File: src/rtl/seg7_scan.sv
// seg7_scan: eight-digit multiplexed seven-segment driver.
// Scans eight hex nibbles onto one shared active-low segment bus with
// active-low digit strobes. Inputs are snapshotted once per frame so a
// frame never mixes old and new data. Every pin-facing output is a
// register, so no combinational glitches reach the board.
//
// Slot timing: cnt runs 0..DIV-1 inside each digit slot and idx selects
// the digit. After any clock edge, the outputs show the digit that idx
// held before that edge. Each strobe is therefore low for exactly DIV
// clocks, lagging the slot counter by one clock.
//
// On the frame-start edge (cnt==0, idx==0), the shadow registers load
// from the live inputs. On that same edge, digit 0 is decoded straight
// from those live inputs, so digit 0 already reflects the new snapshot.
module seg7_scan #(
  parameter int DIV = 25000
) (
  input  logic        clk,
  input  logic        rst_n,
  input  logic [31:0] value,
  input  logic [7:0]  dp_mask,
  input  logic        blank_lz,
  input  logic        enable,
  output logic [6:0]  seg_n,
  output logic        dp_n,
  output logic [7:0]  an_n,
  output logic        frame_tick
);

  localparam int CW = (DIV > 1) ? $clog2(DIV) : 1;
  localparam logic [CW-1:0] CNT_LAST = CW'(DIV - 1);

  // slot counter and digit index
  logic [CW-1:0] cnt;
  logic [2:0]    idx;

  // per-frame shadow copies of the display inputs
  logic [31:0]   sh_value;
  logic [7:0]    sh_dp;
  logic          sh_blz;

  // decode path signals
  logic          frame_start;
  logic          slot_end;
  logic [31:0]   src_value;
  logic [7:0]    src_dp;
  logic          src_blz;
  logic [31:0]   upper;
  logic [3:0]    nib;
  logic          blank_digit;
  logic [6:0]    seg_next;

  assign frame_start = (cnt == '0) && (idx == 3'd0);
  assign slot_end    = (cnt == CNT_LAST);

  // Hex to active-low {g,f,e,d,c,b,a} segment pattern
  function automatic logic [6:0] hex7(input logic [3:0] h);
    logic [6:0] s;
    case (h)
      4'h0: s = 7'b1000000;
      4'h1: s = 7'b1111001;
      4'h2: s = 7'b0100100;
      4'h3: s = 7'b0110000;
      4'h4: s = 7'b0011001;
      4'h5: s = 7'b0010010;
      4'h6: s = 7'b0000010;
      4'h7: s = 7'b1111000;
      4'h8: s = 7'b0000000;
      4'h9: s = 7'b0010000;
      4'hA: s = 7'b0001000;
      4'hB: s = 7'b0000011;
      4'hC: s = 7'b1000110;
      4'hD: s = 7'b0100001;
      4'hE: s = 7'b0000110;
      default: s = 7'b0001110;
    endcase
    return s;
  endfunction

  // Pick the data source and decode the current digit with blanking
  always_comb begin
    src_value   = frame_start ? value    : sh_value;
    src_dp      = frame_start ? dp_mask  : sh_dp;
    src_blz     = frame_start ? blank_lz : sh_blz;
    // Nibbles idx..7 shifted down; all-zero means this digit is a leading zero.
    upper       = src_value >> {idx, 2'b00};
    nib         = upper[3:0];
    blank_digit = src_blz && (idx != 3'd0) && (upper == 32'd0);
    seg_next    = blank_digit ? 7'h7F : hex7(nib);
  end

  // Advance the slot counter and digit index; idx wraps 7->0 seamlessly
  always_ff @(posedge clk or negedge rst_n) begin
    if (!rst_n) begin
      cnt <= '0;
      idx <= 3'd0;
    end else if (slot_end) begin
      cnt <= '0;
      idx <= idx + 3'd1;
    end else begin
      cnt <= cnt + CW'(1);
    end
  end

  // Capture the display inputs once per frame
  always_ff @(posedge clk or negedge rst_n) begin
    if (!rst_n) begin
      sh_value <= 32'd0;
      sh_dp    <= 8'd0;
      sh_blz   <= 1'b0;
    end else if (frame_start) begin
      sh_value <= value;
      sh_dp    <= dp_mask;
      sh_blz   <= blank_lz;
    end
  end

  // Register every pin output; enable gates only the strobes, each cycle
  always_ff @(posedge clk or negedge rst_n) begin
    if (!rst_n) begin
      seg_n      <= 7'h7F;
      dp_n       <= 1'b1;
      an_n       <= 8'hFF;
      frame_tick <= 1'b0;
    end else begin
      seg_n      <= seg_next;
      dp_n       <= ~src_dp[idx];
      an_n       <= enable ? ~(8'd1 << idx) : 8'hFF;
      frame_tick <= frame_start;
    end
  end

endmodule
File: config.mk
export PLATFORM = sky130hd
export DESIGN_NAME = seg7_scan
export DESIGN_NICKNAME = d
export VERILOG_FILES = /design/src/rtl/seg7_scan.sv
export SDC_FILE = /design/constraint.sdc
export NUM_CORES = 1
export LEC_CHECK = 0
export CAP_MARGIN = 20
export CORE_MARGIN = 2
export CORE_UTILIZATION = 31
export CTS_CLUSTER_SIZE = 16
export DETAILED_ROUTE_END_ITERATION = 16
export GPL_TIMING_DRIVEN = 0
export PLACE_DENSITY = 0.59
export SYNTH_ARGS = -nofsm -noshare
export SYNTH_HDL_FRONTEND = slang
export SYNTH_SLANG_ARGS = --single-unit
File: constraint.sdc
create_clock -name clk -period 4.3 [get_ports clk]
set_input_delay 0.43 -clock clk [delete_from_list [all_inputs] [get_ports clk]]
set_output_delay 0.43 -clock clk [all_outputs]
set_load 0.01 [all_outputs]
==> impl_metrics.tcl <==
set metrics [dict create \
    areaGrowthSynthToFinish_pct 28.6 \
    dieArea_sq_mm 0.0151 \
    powerDensity_mw_per_mm2 290 \
    fin_area_sq_mm 0.00564 \
    fin_ws_ns 0.200 \
    min_period_over_period_pct 95.3 \
    synth_edf_count 0 \
    synthCells 459 \
    drive_gt1_share_pct 17.5 \
    hold_slack_ns 0.0327 \
    first_pass_iters 5 \
    grt_antenna_before_repair 0 \
    drc 0 \
    gp_congestion 0.919 \
    layout_common_cells "nand2_1, dfrtp_1, clkdlybuf4s50_1" \
    crit_type "reg2reg" \
    die_height_um 123 \
    place_ws_ns -1.01 \
    fin_tns_setup_ns 0 \
    relSlewSlack_pct 57.0 \
    setup_viol 0 \
    dpl-instance-area_sq_mm 0.00525 \
    first_global_vias 3704 \
    drt-initial-drc-count 310 \
    path_cells "or4_4, or4_4, nor2_4, buf_4, mux4_2, mux2_2, o21ai_4, ha_2, nand3b_1, or4_4, nor4b_4, buf_4, o21bai_1" \
    cts_made_buffers 9 \
    hpwl_mm 9.15 \
    ctsHoldBuffers 0 \
    synth_flop_cell "dfrtp_1" \
    ys_ff_latch 76 \
    syn_avg_cell_area_sq_um 9.55 \
    worstMarginPinSlew_ns 0.645 \
    cts.reportedPaths.clkPinSlew_ns 0.06 \
    clock_latency_ns 0.34 \
    slowest_stage "or4_4" \
    synth_warnings 0 \
    io_pins 61 \
    ys_seq_area_share_pct 43.8 \
    max_stage_delay_ns 0.58 \
    cts_sinks 76 \
    synthArstFlopShare_pct 100 \
    fin_nets 595 \
    rsz0062_at_grt "false" \
    grt_pass1_wl_mm 19.6 \
    rows 43 \
    synth.distinct_cells 58 \
    fmaxAchievable_ghz 0.244 \
    die-width_um 123 \
    synth_area_sq_mm 0.00438 \
    port_buffers 60 \
    viasPerCell 5.12 \
    cts_tree "done" \
    fin_crit_ns 4.10 \
    final_common_cell "nand2_1" \
    status "complete, no violations" \
    fin_skew_ns 0.00745 \
    cp.required_ns 4.57 \
    critPathMaxFanout 10 \
    critical_path_arrival_ns 4.37 \
    wl_per_cell_um 16.5 \
    clockBufferDepth 2 \
    leakagePower_nw 2.43 \
    synthesis.nets 517 \
    peakVddDrop_v 0.000177 \
    overflow 0 \
    cpMostUsedCell "or4_4" \
    clock-root-buffer "clkbuf_16" \
    wl_mm 11.9 \
    n_antenna_cell 0 \
    grt_max_degree 46 \
    drv_slew 0 \
    num_vias 3700 \
    critPathLaunchType "register" \
    coreArea_sq_mm 0.0138 \
    drtAntennaViolNets 0 \
    hp-class "in2async" \
    grt_usage_pct 16.9 \
    final_hold_viol_count 0 \
    initial_core_util_pct 31.7 \
    crit_path_end_kind "register" \
    drv_cap 0 \
    nFillCells 1293 \
    h-tree-depth 3 \
]
registers in the layout, summed over array words and instances (netlist names):
name	cells
an_n	8
cnt	15
dp_n	1
frame_tick	1
idx	3
seg_n	7
sh_blz	1
sh_dp	8
sh_value	32
path summary, 6_finish.rpt:
path                           from  depth (start not counted)  endpoint  slack (ns)
min in group clk           sh_dp[0]                          2  sh_dp[0]        0.46
min reg2reg                sh_dp[0]                          2  sh_dp[0]        0.46
max                          cnt[9]                         13  seg_n[0]        0.20
max in group asynchronous     rst_n                          2   an_n[1]        3.67
min                           rst_n                          1  sh_dp[6]        0.03
max reg2reg                  cnt[9]                         13  seg_n[0]        0.20
per-layer routing:
metal	global-route usage [%]	vias to the layer above	share of wire (%)
met4	5.89	0	1.8
met2	28.3	98	49
met1	22.4	1816	45
met5	0	-	0
li1	-	1773	-
met3	2.31	13	4.6
critical path, delay by kind of cell, from the launching register on:
kind | cells | cell delay (ns)
buffers and inverters | 2 | 0.39
adders and majority gates | 1 | 0.23
DFF | 1 | 0.41
and+or+nand+nor | 6 | 2.06
AOI/OAI and AO/OA | 2 | 0.31
muxes | 2 | 0.61
cells by family after synthesis:
logic type	after synthesis	share of synthesized area (%)
XOR/XNOR	14	2.80
AO/OA/AOI/OAI	41	7.19
flip-flops	76	43.8
multiplexers	34	13.1
adder cells (fa/ha/maj)	14	4.00
buffers and inverters	32	3.11
AND/OR/NAND/NOR	248	25.9
layout make-up:
class | count | area (sq um) | share of cell area (%)
multi-input combinational | 351 | 2360 | 41.9
sequential | 76 | 1920 | 34.1
timing repair buffer | 68 | 678 | 12.0
clock buffer | 12 | 246 | 4.37
tap | 180 | 225 | 3.99
buffer | 21 | 124 | 2.20
inverter | 10 | 52.6 | 0.932
clock inverter | 4 | 25.0 | 0.444
Yosys cell counts, types with 7 or more instances:
library cell  number  area [sq um]
xor2_1             9          78.8
nor4_1            11          68.8
nand2_1          133           499
o21ai_0            7          35.0
dfstp_2           16           420
nor3_1            22           110
inv_1              9          33.8
ha_1              14           175
nand3_1           14          70.1
nor2_1            40           150
mux4_2            15           338
mux2_2            12           135
dfrtp_1           60          1500
clkbuf_1          12          45.0
where the power goes:
| part | leakage (nW) | internal, mW | total [mW] | switching (mW) |
|---|---|---|---|---|
| Combinational | 1.41 | 0.0926 | 0.176 | 0.0834 |
| Clock | 0.129 | 0.405 | 0.697 | 0.292 |
| Sequential | 0.895 | 0.747 | 0.764 | 0.0171 |
what timing repair did:
action / CTS / global route
pin swaps: 3 / 1
setup buffers: 4 / 3
setup endpoints to repair: 7 / 7
gates resized for setup: 13 / 10
metrics by stage:
stage / power, mW / utilization (%) / instances
global placement: 0.942 / 37.8 / 699
CTS: 1.65 / 40.4 / 719
global route: 1.70 / 40.8 / 722
finish: 1.64 / 40.8 / 722
floorplan: 0.843 / - / 459
detailed placement: 0.949 / 38.0 / 700
Power figures use the tool's default switching activity.
